## src/rtl/dm_hart_ctl_pkg.sv

```systemverilog
// Shared debug-module definitions: hart run-control states and the
// dmcontrol/dmstatus bit positions used by the DMI register file.
package dm_hart_ctl_pkg;

  typedef enum logic [1:0] {
    DM_HC_RUN      = 2'd0,
    DM_HC_HALTED   = 2'd1,
    DM_HC_RES_PEND = 2'd2
  } dm_hc_state_e;

  localparam int unsigned DMCONTROL_HALTREQ      = 31;
  localparam int unsigned DMCONTROL_RESUMEREQ    = 30;
  localparam int unsigned DMCONTROL_ACKHAVERESET = 28;
  localparam int unsigned DMCONTROL_DMACTIVE     = 0;

  localparam int unsigned DMSTATUS_ALLHAVERESET = 19;
  localparam int unsigned DMSTATUS_ANYHAVERESET = 18;
  localparam int unsigned DMSTATUS_ALLRESUMEACK = 17;
  localparam int unsigned DMSTATUS_ANYRESUMEACK = 16;
  localparam int unsigned DMSTATUS_ALLRUNNING   = 11;
  localparam int unsigned DMSTATUS_ANYRUNNING   = 10;
  localparam int unsigned DMSTATUS_ALLHALTED    = 9;
  localparam int unsigned DMSTATUS_ANYHALTED    = 8;

endpackage

```

## src/rtl/dm_hart_ctl.sv

```systemverilog
// Debug-module side of the single-hart halt/resume handshake: turns dmcontrol
// writes into halt/resume request levels and tracks dmstatus run-state bits.
module dm_hart_ctl
  import dm_hart_ctl_pkg::*;
#(
  parameter int RESUME_TIMEOUT = 1024,
  parameter int CNT_W          = 11
) (
  input  logic clk,
  input  logic rst_n,
  input  logic dmactive,
  input  logic ctl_we,
  input  logic ctl_haltreq,
  input  logic ctl_resumereq,
  input  logic ctl_ackhavereset,
  input  logic hart_halted,
  input  logic hart_reset,
  output logic halt_req,
  output logic resume_req,
  output logic haltreq_q,
  output logic st_halted,
  output logic st_running,
  output logic st_resumeack,
  output logic st_havereset,
  output logic resume_err
);

  // Abort fires on the cycle the count of pending cycles reaches the limit.
  localparam bit               TIMEOUT_EN = (RESUME_TIMEOUT != 0);
  localparam logic [CNT_W-1:0] CNT_LAST   = TIMEOUT_EN ? CNT_W'(RESUME_TIMEOUT - 1) : '0;
  localparam logic [CNT_W-1:0] CNT_MAX    = '1;

  dm_hc_state_e     state_reg, state_next;
  logic [CNT_W-1:0] cnt_reg, cnt_next;
  logic             haltreq_next;
  logic             resumeack_next;
  logic             err_next;
  logic             havereset_next;
  logic             resume_wr;

  assign resume_wr = ctl_we && ctl_resumereq && !ctl_haltreq;

  always_ff @(posedge clk or negedge rst_n) begin
    if (!rst_n) begin
      state_reg <= DM_HC_RUN;
    end else if (!dmactive) begin
      state_reg <= DM_HC_RUN;
    end else begin
      state_reg <= state_next;
    end
  end

  always_comb begin
    state_next     = state_reg;
    cnt_next       = cnt_reg;
    haltreq_next   = haltreq_q;
    resumeack_next = st_resumeack;
    err_next       = resume_err;
    havereset_next = st_havereset;

    if (ctl_we) begin
      haltreq_next = ctl_haltreq;
    end
    if (ctl_we && ctl_ackhavereset) begin
      havereset_next = 1'b0;
    end

    // A hart reset overrides everything, including a same-cycle ack.
    if (hart_reset) begin
      state_next     = DM_HC_RUN;
      cnt_next       = '0;
      havereset_next = 1'b1;
    end else begin
      case (state_reg)
        DM_HC_RUN: begin
          if (hart_halted) begin
            state_next = DM_HC_HALTED;
          end
        end
        DM_HC_HALTED: begin
          if (resume_wr) begin
            state_next     = DM_HC_RES_PEND;
            cnt_next       = '0;
            resumeack_next = 1'b0;
            err_next       = 1'b0;
          end
        end
        DM_HC_RES_PEND: begin
          // Completion takes priority over the timeout on the same cycle.
          if (!hart_halted) begin
            state_next     = DM_HC_RUN;
            cnt_next       = '0;
            resumeack_next = 1'b1;
          end else if (TIMEOUT_EN && (cnt_reg >= CNT_LAST)) begin
            state_next = DM_HC_HALTED;
            cnt_next   = '0;
            err_next   = 1'b1;
          end else if (cnt_reg != CNT_MAX) begin
            cnt_next = cnt_reg + CNT_W'(1);
          end
        end
        default: begin
          state_next = DM_HC_RUN;
          cnt_next   = '0;
        end
      endcase
    end
  end

  always_ff @(posedge clk or negedge rst_n) begin
    if (!rst_n) begin
      cnt_reg      <= '0;
      haltreq_q    <= 1'b0;
      halt_req     <= 1'b0;
      resume_req   <= 1'b0;
      st_halted    <= 1'b0;
      st_running   <= 1'b1;
      st_resumeack <= 1'b0;
      st_havereset <= 1'b1;
      resume_err   <= 1'b0;
    end else if (!dmactive) begin
      cnt_reg      <= '0;
      haltreq_q    <= 1'b0;
      halt_req     <= 1'b0;
      resume_req   <= 1'b0;
      st_halted    <= 1'b0;
      st_running   <= 1'b1;
      st_resumeack <= 1'b0;
      st_havereset <= 1'b1;
      resume_err   <= 1'b0;
    end else begin
      cnt_reg      <= cnt_next;
      haltreq_q    <= haltreq_next;
      halt_req     <= haltreq_next && !hart_reset && (state_next != DM_HC_RES_PEND);
      resume_req   <= (state_next == DM_HC_RES_PEND);
      st_halted    <= (state_next == DM_HC_HALTED);
      st_running   <= (state_next == DM_HC_RUN) && !hart_reset;
      st_resumeack <= resumeack_next;
      st_havereset <= havereset_next;
      resume_err   <= err_next;
    end
  end

endmodule

```

## config.mk

```make
export PLATFORM = sky130hd
export DESIGN_NAME = dm_hart_ctl
export DESIGN_NICKNAME = d
export VERILOG_FILES = /design/src/rtl/dm_hart_ctl_pkg.sv /design/src/rtl/dm_hart_ctl.sv
export SDC_FILE = /design/constraint.sdc
export NUM_CORES = 1
export LEC_CHECK = 0
export CAP_MARGIN = 20
export CORE_ASPECT_RATIO = 1.1
export CORE_MARGIN = 2
export CORE_UTILIZATION = 60
export DETAILED_ROUTE_END_ITERATION = 12
export DONT_BUFFER_PORTS = 1
export GPL_TIMING_DRIVEN = 0
export MAX_ROUTING_LAYER = met4
export PLACE_DENSITY = 0.72
export SYNTH_ARGS = -nofsm -noshare
export SYNTH_HDL_FRONTEND = slang
export SYNTH_SLANG_ARGS = --single-unit
export TNS_END_PERCENT = 10
```

## constraint.sdc

```tcl
create_clock -name clk -period 5 [get_ports clk]
set_clock_uncertainty 0.1 [all_clocks]
set_input_delay 0.5 -clock clk [delete_from_list [all_inputs] [get_ports clk]]
set_output_delay 0.5 -clock clk [all_outputs]
set_load 0.05 [all_outputs]
```

==> results of run 1 <==
==> cells in the mapped netlist <==
cell type  count
and2_1         1
and3_1         3
ha_1           1
nand4_1        2
a21o_1         2
inv_1          7
nand2_1        3
a22o_1         1
buf_2          2
buf_6          1
o22a_1         1
or3_1          1
nand2b_1       3
nand4bb_4      1
o21ba_2        1
nor3b_1        2
nor2b_1        2
dfstp_2        2
and4_1         3
or2_2          1
nor2_1         6
nand3b_1       2
nand3_1        7
or3b_1         1
o21ai_0        6
a31oi_1        1
dfrtp_1       19
nor3_1         2
a21oi_1       10
mux2i_1        4
nand4b_1       1
a311oi_4       1
a211oi_1       3
o311a_1        1
==> layout by cell type, fill, tap and decap left out, drive strengths merged, types with 3 or more instances in the layout <==
master  count
o21ai       6
clkbuf      4
nor2        6
a21oi      10
nand2       3
mux2i       4
nand2b      3
buf         3
and3        3
dfrtp      19
nand3       7
inv         7
a211oi      3
and4        3
==> worst max-delay path: stages (launching register included) <==
cell	delay, ns
dfrtp_1	0.43
ha_1	0.28
a21o_1	0.22
a311oi_4	0.38
buf_6	0.20
nand4_1	0.09
mux2i_1	0.12
==> metrics by stage <==
stage | hold WS (ns) | utilization [%] | setup WS, ns | instances
after global placement | 0.105 | 63.1 | 3.13 | 122
final | 0.170 | 65.2 | 3.11 | 127
after floorplan | 0.104 | - | 3.32 | 104
after detailed placement | 0.105 | 63.1 | 3.12 | 122
after global routing | 0.160 | 65.2 | 2.95 | 127
after CTS | 0.150 | 65.2 | 3.09 | 127
==> cells by family (layout without fill, tap and decap cells) <==
group,count (synthesis),after routing
multiplexers,4,4
buffers and inverters,10,15
adder cells (fa/ha/maj),1,1
flip-flops,21,21
AND/OR/NAND/NOR,41,41
AO/OA/AOI/OAI,27,27
==> metal layers <==
| metal | up-vias | part of all wire (%) | GRT usage (%) |
|---|---|---|---|
| li1 | 392 | - | - |
| met1 | 412 | 43 | 26.4 |
| met2 | 24 | 52 | 36.3 |
| met3 | 7 | 3.2 | 3.36 |
| met4 | 0 | 1.8 | 7.58 |
| met5 | - | 0 | - |
==> power by group <==
part	total (uW)	internal (uW)	switching (uW)
clock	77.5	31.0	46.5
sequential	185	173	11.1
combinational	15.5	5.95	9.54
total	278	210	67.1
==> how the worst max path moves through the flow <==
stage          startpoint          to
6_report       cnt_reg[0]  cnt_reg[6]
4_1_cts        cnt_reg[0]  cnt_reg[7]
3_5_place_dp   cnt_reg[0]  cnt_reg[7]
3_3_place_gp   cnt_reg[0]  cnt_reg[6]
2_1_floorplan  cnt_reg[0]  cnt_reg[6]
5_1_grt        cnt_reg[0]  cnt_reg[7]
==> final cells by class <==
type / count / area share, %
buffer: 3 / 1.87
tap: 18 / 1.98
multi-input combinational: 73 / 44.2
clock buffer: 4 / 2.31
sequential: 21 / 46.5
inverter: 7 / 2.31
timing repair buffer: 1 / 0.881
==> flow_summary.ini, run 1 <==
[global_route]
grt_pass1_vias = 818
grt_util_all_layers_pct = 21.8
gr-total-overflow = 0
antenna_found_initial = 0
grt_max_degree = 22
grt_pass1_wl_um = 3440

[floorplan]
rows = 16
die-height_um = 48.4
die-area_sq_um = 2150
fp.dieW_um = 44.4
io_pins = 17
start_util_pct = 61.9
core_area_sq_um = 1740

[yosys]
synth_mux_area_share_pct = 3.72
synthDistinctLibCells = 34
synth_area_sq_um = 1080
synth.ff_latch_count = 21
synth_top_area_cell = dfrtp_1
synth-xor-area-share_pct = 0
synth_simple_gate_area_share_pct = 24.3
yosys_warnings = 0
synth_top_family_by_area = simple AND/OR/NAND/NOR gates
yosysTopAreaCellShare_pct = 44.1
synth_nets = 114
seq_area_frac_synth_pct = 49.0
avgSynthCellArea_sq_um = 10.4
syn_inst = 104
synthTopCellsByArea = dfrtp_1, dfstp_2, a21oi_1
synth_compound_area_share_pct = 17.4
synth-adder-area-share_pct = 1.16

[finish]
final_layout_size_suffix_gt1_share_pct = 11.0
largest_reg_flops = 11
diodes = 0
syn_to_final_growth_pct = 5.46
register_area_sq_um = 528
fillerInstances = 148
multiInputGateArea_sq_um = 502
final_nets = 120
design_area_sq_um = 1140

[clock_tree]
postCtsHoldBufs = 1
path_clk_slew_ns = 0.11
clockRootBuffer = clkbuf_4
cts_sinks = 21
cts-resized-gates = 0
h-tree-depth = 1
clk_latency_ns = 0.29
postCtsSetupRepairBufs = 0
cts_tree = built
cts_made_buffers = 3
cts_max_path_buffers = 2

[critical_path]
critical_path_peak_fanout = 10
crit_required_ns = 5.13
endpoint_kind = flip-flop
start_kind = flip-flop
ff2ff_setup_slack_ns = 3.11
path_class = reg -> reg
r2r-start = cnt_reg[0]
ff2ff_path_depth = 6
rr_endpoint = cnt_reg[6]
critical_path_arrival_ns = 2.02

[sta]
hold_viol_final = 0
tightest_slew_ns = 0.926
rsz0062_at_grt = no
max_freq_mhz = 529
drv_slew = 0
setup_violations = 0
relSlewSlack_pct = 38.1
min_period_over_period_pct = 37.8
setup-tns-final_ns = 0
min_period_ns = 1.89

[hold_path]
min_path_cells = 1
hp-class = in -> reg
worstHoldEndpoint = st_running
worst_hold_startpoint = dmactive

[route]
wl_per_cell_um = 15.7
detail_route.vias_per_cell = 6.57
wl_um = 1990
drcViolationCount = 0
ant_nets = 0
vias = 835
drtIter0Drc = 7
firstDrtPassIters = 4

[power]
pwr_density_cell_nw_per_um2 = 244
power.total_uw = 278
p_leak_uw = 0.000477
ir_drop_uv = 153

[run]
cap_violations = 0

[placement]
dp_hpwl_um = 1460
placement.io_buffers = 0
placed_cell_area_sq_um = 1100
gp_congestion = 0.762

[run_status]
status = completed
Note: power is estimated with default switching activity, not from simulation.
==> run 2, diff against run 1 <==
clock period = 1.8 ns   (was 5 ns; I/O delays follow)
==> run 2 against run 1 <==
Combinational power grew to 3.8 times the previous value. Register-to-register slack got worse by 3.1 ns. Sequential cell count unchanged. Final cell count rose by 9.4%. Maximum frequency up 8.6%. Global-route usage increased by 3.1 points.
==> flow_summary.ini, run 2 (same netlist as run 1, synthesis figures left out) <==
[floorplan]
die-area_sq_um = 2150
start_util_pct = 61.9
core_area_sq_um = 1740
fp.dieW_um = 44.4
rows = 16
io_pins = 17
die-height_um = 48.4

[finish]
largest_reg_flops = 11
diodes = 0
multiInputGateArea_sq_um = 514
syn_to_final_growth_pct = 16.5
final_common_cell = dfrtp_1
final_layout_size_suffix_gt1_share_pct = 15.7
register_area_sq_um = 529
fin_cells = 139
final_nets = 132
fillerInstances = 126
layout_common_cells = dfrtp_1, a21oi_1, dlygate4sd3_1

[route]
detail_route.vias_per_cell = 6.32
drcViolationCount = 0
wl_per_cell_um = 16.9
drtIter0Drc = 15
wl_um = 2360
firstDrtPassIters = 4
vias = 878
ant_nets = 0

[placement]
placement.io_buffers = 0
dp_slack_ns = -0.0760
gp_congestion = 0.762
dp_cells = 122
dp_hpwl_um = 1460

[sta]
hold_viol_final = 0
setup_slack_ns = 0.0574
setup-tns-final_ns = 0
min_period_ns = 1.74
tightest_slew_ns = 0.934
drv_slew = 0
max_freq_mhz = 574
holdWs_ns = 0.0334
setup_violations = 0
rsz0062_at_grt = yes
relSlewSlack_pct = 37.5
min_period_over_period_pct = 96.8

[clock_tree]
path_clk_slew_ns = 0.11
cts_sinks = 21
cts_tree = built
cts_made_buffers = 3
clk_latency_ns = 0.30
h-tree-depth = 1
cts_max_path_buffers = 2
clockRootBuffer = clkbuf_4

[critical_path]
rr_endpoint = cnt_reg[3]
critical_path_arrival_ns = 1.87
ff2ff_setup_slack_ns = 0.06
crit_end = cnt_reg[3]
endpoint_kind = flip-flop
crit_chain = ha_4 -> a21o_1 -> a311oi_4 -> buf_2 -> nand3_1 -> o21ai_0
crit_required_ns = 1.92
r2r-start = cnt_reg[1]
ff2ff_path_depth = 6
start_kind = flip-flop
path_class = reg -> reg
cp_slowest_cell = dfrtp_1
crit_start = cnt_reg[1]
critical_path_peak_fanout = 5
max_stage_delay_ns = 0.45

[hold_path]
hp-class = in -> reg

[global_route]
grt_util_all_layers_pct = 24.9
grt_pass1_wl_um = 3860
grt_pass1_vias = 870
antenna_found_initial = 0
gr-total-overflow = 0
grt_max_degree = 22

[power]
pwr_density_cell_nw_per_um2 = 633
switching_share_pct = 25.0
clockPowerShare_pct = 28.0
p_leak_uw = 0.000526
p_sw_uw = 198
combPwrFrac_pct = 7.4
power.total_uw = 794
pwr-share-seq_pct = 64.7
p_int_uw = 596
ir_drop_uv = 422

[run_status]
status = completed

[run]
cap_violations = 0
-- run 2: cell count changes in the layout (fill, tap and decap cells not counted) --
cell and change:
dlygate4sd3_1 +7, o21ai_1 +2, buf_2 +1, dfrtp_2 +1, o21ai_0 -2, dfrtp_1 -1, ha_1 -1, ha_4 +1
buf_4 +4
-- run 2: stage by stage --
step / area [sq um] / util, %
global placement: 1100 / 63.1
CTS: 1240 / 71.0
detailed placement: 1100 / 63.1
global route: 1250 / 72.1
finish: 1250 / 72.1
floorplan: 1080 / -
-- run 2: how the worst min path moves through the flow --
stage | depth (start not counted) | end | startpoint
2_1_floorplan | 0 | cnt_reg[0] | rst_n
3_3_place_gp | 0 | st_resumeack | rst_n
3_5_place_dp | 0 | st_resumeack | rst_n
4_1_cts | 2 | st_resumeack | hart_halted
5_1_grt | 2 | st_resumeack | hart_halted
6_report | 2 | st_resumeack | hart_halted
-- run 2: critical path: cells and delay by family, from the launching register on --
family | cells | cell delay, ns
DFF | 1 | 0.45
adders and majority gates | 1 | 0.20
AOI/OAI and AO/OA | 3 | 0.60
buffers and inverters | 1 | 0.24
and+or+nand+nor | 1 | 0.09
-- run 2: cell type report --
class / instances / area share [%]
Inverter: 7 / 2.09
Sequential cell: 21 / 42.2
Tap cell: 18 / 1.79
Clock buffer: 4 / 2.09
Timing Repair Buffer: 13 / 9.17
Multi-Input combinational cell: 73 / 41.0
Buffer: 3 / 1.69
-- run 2: timing repair --
item / in CTS / in global routing
hold buffers: 8 / 0
pin swaps: 1 / 1
buffers inserted: 3 / 1
hold endpoints to repair: 25 / 0
gates cloned: 1 / 0
setup endpoints to repair: 7 / 10
gates resized for setup: 1 / 4
-- run 2: metal layers --
metal  GRT usage [%]  share of wire, %  vias to the layer above
met3            3.36               3.8                        6
met1            29.3                40                      430
met4            7.58               1.7                        0
li1                -                 -                      414
met2            43.1                55                       28
met5               -                 0                        -
-- run 2: power by group through the flow --
stage,Sequential (uW),Clock (uW),Combinational (uW)
finish,513,222,58.5
CTS,513,224,57.7
detailed placement,522,0,33.2
floorplan,521,0,27.6
global placement,522,0,32.2
global route,515,251,66.4
==> run 3, diff against run 2 <==
CELL_PAD_IN_SITES_DETAIL_PLACEMENT = 1   (was not set)
CELL_PAD_IN_SITES_GLOBAL_PLACEMENT = 1   (was not set)
CORE_UTILIZATION = 47   (was 60)
==> run 3 against run 2 <==
Sequential cell count did not move. Sequential power barely moved. Highest routed layer unchanged. Non-clock buffer count unchanged. Die area rose by 25%. Largest cell class unchanged. Register-to-register slack worse by 0.03 ns. Design area up 2.2%.
==> flow_summary.ini, run 3 (same netlist as run 1, synthesis figures left out) <==
[run_status]
status = completed

[clock_tree]
clk_latency_ns = 0.31
cts_tree = built
path_clk_slew_ns = 0.13
cts_max_path_buffers = 2
clockRootBuffer = clkbuf_4
cts_made_buffers = 3
cts_sinks = 21
h-tree-depth = 1

[floorplan]
core_area_sq_um = 2210
io_pins = 17
fp.dieW_um = 49.6
start_util_pct = 48.8
die-height_um = 54.2
die-area_sq_um = 2690
rows = 18

[critical_path]
critical_path_arrival_ns = 1.93
ff2ff_setup_slack_ns = 0.03
crit_required_ns = 1.95
critical_path_peak_fanout = 2
endpoint_kind = flip-flop
path_class = reg -> reg
start_kind = flip-flop

[sta]
setup-tns-final_ns = 0
drv_slew = 0
max_freq_mhz = 564
min_period_ns = 1.77
relSlewSlack_pct = 34.2
tightest_slew_ns = 0.983
min_period_over_period_pct = 98.4
setup_violations = 0
setup_slack_ns = 0.0280
hold_viol_final = 0

[global_route]
gr-total-overflow = 0
antenna_found_initial = 0
grt_max_degree = 22
grt_pass1_wl_um = 4660
grt_util_all_layers_pct = 24.7
grt_pass1_vias = 937

[placement]
dp_slack_ns = -0.110
gp_congestion = 0.688
dp_cells = 134
dp_hpwl_um = 1660
placement.io_buffers = 0

[route]
firstDrtPassIters = 4
drtIter0Drc = 10
vias = 889
wl_um = 2900
ant_nets = 0
drcViolationCount = 0
wl_per_cell_um = 19.2
detail_route.vias_per_cell = 5.89

[finish]
utilization_pct = 58.1
layout_common_cells = dfrtp_1, a21oi_1, dlygate4sd3_1
fillerInstances = 254
final_common_cell = dfrtp_1
largest_reg_flops = 11
final_nets = 132
diodes = 0
fin_cells = 151
final_layout_size_suffix_gt1_share_pct = 19.8
syn_to_final_growth_pct = 19.0

[run]
cap_violations = 0

[power]
pwr_density_cell_nw_per_um2 = 634
p_leak_uw = 0.000526
ir_drop_uv = 402

[hold_path]
hp-class = in -> reg
## run 3: metrics by stage
| stage | cell area, sq um | total power [uW] | hold slack, ns |
|---|---|---|---|
| 3_3_place_gp | 1110 | 555 | -0.215 |
| 3_5_place_dp | 1110 | 556 | -0.215 |
| 4_1_cts | 1260 | 816 | 0.00713 |
| 5_1_grt | 1280 | 837 | 0.0767 |
| 2_1_floorplan | 1080 | 548 | -0.216 |
| 6_report | 1280 | 814 | 0.0422 |
## run 3: path summary, 6_finish.rpt
kind,from,end,cells after the start
min reg2reg,cnt_reg[6],cnt_reg[6],1
max,haltreq_q,haltreq_q,3
max reg2reg,haltreq_q,haltreq_q,3
min in group asynchronous,rst_n,haltreq_q,1
min,hart_halted,st_halted,2
max in group asynchronous,rst_n,cnt_reg[2],1
## run 3: power by group
part | switching (uW) | internal (uW) | total (uW)
Sequential | 32.4 | 482 | 514
Clock | 153 | 83.1 | 236
Combinational | 34.5 | 28.2 | 62.7
Total | 220 | 593 | 814
## run 3: routing by layer
metal / track usage [%] / routed length [um] / vias up
li1: - / - / 415
met1: 27.4 / 1180 / 446
met2: 45.8 / 1570 / 23
met3: 3.01 / 112 / 5
met4: 10.2 / 42 / 0
met5: - / 0 / -
## run 3: area by class of cell
class	count	area (sq um)	area share, %
Buffer	3	21.3	1.66
Clock buffer	3	22.5	1.76
Clock inverter	1	5.00	0.390
Inverter	7	26.3	2.05
Multi-Input combinational cell	73	519	40.5
Sequential cell	21	533	41.6
Tap cell	30	37.5	2.93
Timing Repair Buffer	13	118	9.17
## run 3: timing repair
item / CTS / global route
gates cloned: 1 / 0
setup buffers: 3 / 1
endpoints found under the hold margin: 26 / 0
gates resized for setup: 5 / 6
setup endpoints to repair: 8 / 13
pin swaps: 1 / 1
hold buffers: 8 / 0
## run 3: critical path: stages, from the launching register on
cell and delay, ns:
dfrtp_1 0.68, mux2i_1 0.20, dlygate4sd3_1 0.61, nor2b_1 0.12
==> edit 1: new RTL, flow settings as in run 3 <==
`CNT_W`: 11 -> 12.
--- a/src/rtl/dm_hart_ctl.sv
+++ b/src/rtl/dm_hart_ctl.sv
@@ -6,3 +6,3 @@
   parameter int RESUME_TIMEOUT = 1024,
-  parameter int CNT_W          = 11
+  parameter int CNT_W          = 12
 ) (
Behaviour: no difference found for any inputs over 10 cycles, from zero or initial values and one cycle with rst_n low; that may be too few to reach the edited logic, so the function may still have changed.
==> edit 1 against run 3 <==
  * The run now ends with negative setup slack left
  * Routed wire length increased by 11%
  * Worst setup slack got worse by 34 ps
  * Sequential cell count increased by 1
  * Clock power increased by 64%
  * Total power increased by 22%
  * Cell area increased by 14%
  * First-iteration DRC count increased by 10%
  * Critical path type unchanged
  * Synthesized area increased by 2.6%
==> edit 1: results (changes against run 3) <==
synth-adder-area-share_pct: 1.13  # -0.029 points
cts.repair.resized: 11  # +6
max_stage_delay_ps: 490  # -190 ps
grt_first_pass_wirelength_um: 4590  # -1.5%
dpl-instance-area_um2: 1140  # +2.5%
compound_cell_area_share_of_the_yosys_netlist_pct: 23.7  # +6.2 points
groute.layer.met2.usage_pct: 41.9  # -3.9 points
timing.final.ws_setup_ps: -6.37  # -34.4 ps
max_slew_margin_pct: 60.8  # +27 points
maximum_number_of_pins_on_one_net_before_global_route_repair: 23  # +4.5%
cp_top_family: "simple AND/OR/NAND/NOR gates"
setup_viol: 1  # +1
vdd_ir_drop_max_mv: 0.611  # +52%
result_of_the_run: "finished, violations left"
gr-usage-met1_pct: 26.4  # -0.95 points
drive_gt1_share_pct: 31.7  # +12 points
final_net_count: 134  # +1.5%
wl_met3_um: 97  # -13%
synth.area.top_cells: "sky130_fd_sc_hd__dfrtp_1, sky130_fd_sc_hd__dfstp_2, sky130_fd_sc_hd__a211oi_2, sky130_fd_sc_hd__nor2_1, sky130_fd_sc_hd__o31ai_1"
vias_in_the_first_global_route: 984  # +5.0%
synth-xor-area-share_pct: 2.38  # +2.4 points
final.hold.worst_slack_ps: 69.4  # +27.1 ps
holdBufCountCts: 7  # -1
critical_path.slowest_cell: "sky130_fd_sc_hd__nor4_1"
timing.critical_path.from: "state_reg[0]$_DFF_PN0_"
pg_comb_mw: 0.0776  # +24%
fin_tns_setup_ps: -6.37  # -6.37 ps
grt_util_all_layers_pct: 23.3  # -1.3 points
route.vias.total: 953  # +7.2%
setup_buffers_after_cts: 4  # +1
synthTopCellsByCount: "sky130_fd_sc_hd__dfrtp_1, sky130_fd_sc_hd__nor2_1, sky130_fd_sc_hd__nand2_1"
clockNetworkPower_mw: 0.387  # +64%
routabilityCongestion: 0.736  # +6.9%
leakagePower_nw: 0.560  # +6.4%
arrival_ps: 1950  # +20 ps
violations: "negative setup slack"
switchingPower_mw: 0.231  # +4.9%
met2_length_um: 1760  # +13%
hold_path.class: "primary input to asynchronous set/reset pin"
detail_route.wirelength_um: 3210  # +11%
synth_mux_area_share_pct: 0.906  # -2.8 points
dr.first_iter.drc_count: 11  # +1
route.layer.met1.wl_um: 1300  # +11%
-- edit 1: changes by cell type in the layout (fill, tap and decap cells not counted), moves of 3 or more --
cell / before / now
sky130_fd_sc_hd__buf_4: 5 / 10
sky130_fd_sc_hd__or4_1: 0 / 3
sky130_fd_sc_hd__mux2i_1: 4 / 1
sky130_fd_sc_hd__o21a_1: 0 / 3
sky130_fd_sc_hd__and2_1: 1 / 4
sky130_fd_sc_hd__nand2_1: 3 / 6
sky130_fd_sc_hd__inv_1: 7 / 1
sky130_fd_sc_hd__o31ai_1: 0 / 3
sky130_fd_sc_hd__nand3_1: 7 / 2
sky130_fd_sc_hd__a211oi_2: 0 / 4
sky130_fd_sc_hd__a21oi_1: 10 / 3
sky130_fd_sc_hd__and4_1: 3 / 0
sky130_fd_sc_hd__xor2_1: 0 / 3
-- edit 1: layout make-up --
cell class                 count  area (um^2)
fill                         224          769
multi-input combinational     76          621
sequential                    22          558
timing repair buffer          18          173
tap                           30         37.5
clock inverter                 1         30.0
clock buffer                   3         22.5
buffer                         2         15.0
inverter                       1         3.75
-- edit 1: cells by family (layout without fill, tap and decap cells) --
logic type / Yosys count / after routing
multiplexers: 1 / 1
flip-flops: 22 / 22
AO/OA/AOI/OAI: 32 / 32
XOR/XNOR: 3 / 3
buffers and inverters: 4 / 25
AND/OR/NAND/NOR: 39 / 39
adder cells (fa/ha/maj): 1 / 1
-- edit 1: per-stage QoR --
step           cells  utilization (%)  total power, mW  setup WS, ps
2_1_floorplan    102                -            0.567          71.2
3_3_place_gp     132             51.2            0.574          -198
3_5_place_dp     132             51.2            0.575          -219
4_1_cts          147             59.7            0.981         0.494
5_1_grt          153             65.5             1.02          -190
6_report         153             65.5            0.995         -6.37
==> edit 2: new RTL, config.mk and constraints of run 3 <==
Without the edit above. Encoding of `dm_hc_state_e`: now one-hot (3 bits for 3 states).
--- a/src/rtl/dm_hart_ctl_pkg.sv
+++ b/src/rtl/dm_hart_ctl_pkg.sv
@@ -4,6 +4,6 @@
 
-  typedef enum logic [1:0] {
-    DM_HC_RUN      = 2'd0,
-    DM_HC_HALTED   = 2'd1,
-    DM_HC_RES_PEND = 2'd2
+  typedef enum logic [2:0] {
+    DM_HC_RUN      = 3'b001,
+    DM_HC_HALTED   = 3'b010,
+    DM_HC_RES_PEND = 3'b100
   } dm_hc_state_e;
Formal check against the unedited RTL: no difference found for any inputs over 10 cycles, from zero or initial values and one cycle with rst_n low; not proved beyond that.
==> edit 2 against run 3 <==
  * The flow now finishes with violations (negative setup slack)
  * First-iteration DRC count grew to 3.4 times the old value
  * Routed wire length grew 9.4%
  * Non-clock buffer count grew 4
  * Hold slack lost 16 ps
  * Sequential cell count grew 1
  * Total power grew 22%
  * Cell area grew 19%
  * Critical path depth grew 3
  * Synthesized area grew 14%
  * Maximum frequency shrank 4.1%
  * Worst setup slack lost 76 ps
  * Largest cell class is now multi-input combinational cells
==> edit 2: results (changes against run 3) <==
result_of_the_run: "finished, violations left"
violations: "negative setup slack"
routabilityCongestion: 0.811  # +18%
setup_viol: 3  # +3
gr-usage-met1_pct: 28.6  # +1.3 points
synth_fp_nets: 129  # +13%
synth.yosys.seq_area_share_pct: 45.1  # -3.9 points
holdBufCountCts: 6  # -2
maximum_number_of_pins_on_one_net_before_global_route_repair: 23  # +4.5%
critical_path.max_fanout: 9  # +7
grt_first_pass_wirelength_um: 5170  # +11%
cp_top_family: "simple AND/OR/NAND/NOR gates"
vias_in_the_first_global_route: 1100  # +17%
compound_cell_area_share_of_the_yosys_netlist_pct: 22.3  # +4.9 points
synth_mux_area_share_pct: 1.63  # -2.1 points
final_net_count: 147  # +11%
globalRouteMet3Util_pct: 3.35  # +0.35 points
synth_cells: 119  # +14%
power_mw: 0.994  # +22%
placement.setup.worst_slack_ps: -206  # -96.5 ps
cts.repair.resized: 6  # +1
synth.area.top_cells: "sky130_fd_sc_hd__dfrtp_1, sky130_fd_sc_hd__dfstp_2, sky130_fd_sc_hd__a31oi_1, sky130_fd_sc_hd__buf_6, sky130_fd_sc_hd__a21oi_1"
detailedPlacementHpwl_um: 2110  # +27%
fin_tns_setup_ps: -75.9  # -75.9 ps
setup_buffers_after_cts: 2  # -1
layout.cells.non_filler: 167  # +11%
detail_route.wirelength_um: 3170  # +9.4%
vdd_ir_drop_max_mv: 0.634  # +58%
synth_cell_types: 46  # +35%
synthTopCellsByCount: "sky130_fd_sc_hd__dfrtp_1, sky130_fd_sc_hd__nor2_1, sky130_fd_sc_hd__a31oi_1, sky130_fd_sc_hd__a21oi_1, sky130_fd_sc_hd__nand2_1"
route.vias.total: 1020  # +15%
drive_gt1_share_pct: 26.5  # +6.6 points
groute.layer.met2.usage_pct: 41.1  # -4.7 points
arrival_ps: 1990  # +60 ps
timing.final.ws_setup_ps: -48.3  # -76.3 ps
synth-adder-area-share_pct: 1.02  # -0.14 points
worst-slew-pin-transition_ps: 516  # -468 ps
[edit 2: area by class of cell]
cell class | count | area [um^2] | share of cell area (%)
multi-input combinational | 87 | 672 | 43.9
sequential | 22 | 554 | 36.2
clock buffer | 3 | 22.5 | 1.47
clock inverter | 1 | 30.0 | 1.96
buffer | 6 | 61.3 | 4.01
inverter | 3 | 11.3 | 0.736
tap | 31 | 38.8 | 2.53
timing repair buffer | 14 | 140 | 9.16
[edit 2: final timing paths]
check                           slack [ps]                   start                     end  depth (start not counted)
min in group asynchronous              140                   rst_n     haltreq_q$_DFF_PN0_                          1
max in group asynchronous             1030                   rst_n  cnt_reg[9]$_DFFE_PN0P_                          2
worst min-delay path                    30             ctl_haltreq     haltreq_q$_DFF_PN0_                          2
worst max-delay path                   -50  state_reg[1]$_DFF_PN0_  cnt_reg[5]$_DFFE_PN0P_                          6
worst min register to register         430  cnt_reg[8]$_DFFE_PN0P_  cnt_reg[8]$_DFFE_PN0P_                          1
worst max register to register         -50  state_reg[1]$_DFF_PN0_  cnt_reg[5]$_DFFE_PN0P_                          6
[edit 2: routing by layer]
layer / share of wire, % / routed length [um] / vias up
met4: 1.2 / 38 / 0
met2: 55 / 1730 / 12
li1: - / - / 482
met3: 2.1 / 65 / 4
met5: 0 / 0 / -
met1: 42 / 1330 / 522
[edit 2: power groups by stage]
| stage | Sequential (mW) | Combinational [mW] | Clock (mW) |
|---|---|---|---|
| floorplan | 0.536 | 0.0433 | 0 |
| global placement | 0.537 | 0.0523 | 0 |
| detailed placement | 0.537 | 0.0541 | 0 |
| CTS | 0.528 | 0.0798 | 0.389 |
| global route | 0.532 | 0.0938 | 0.406 |
| finish | 0.531 | 0.0830 | 0.381 |
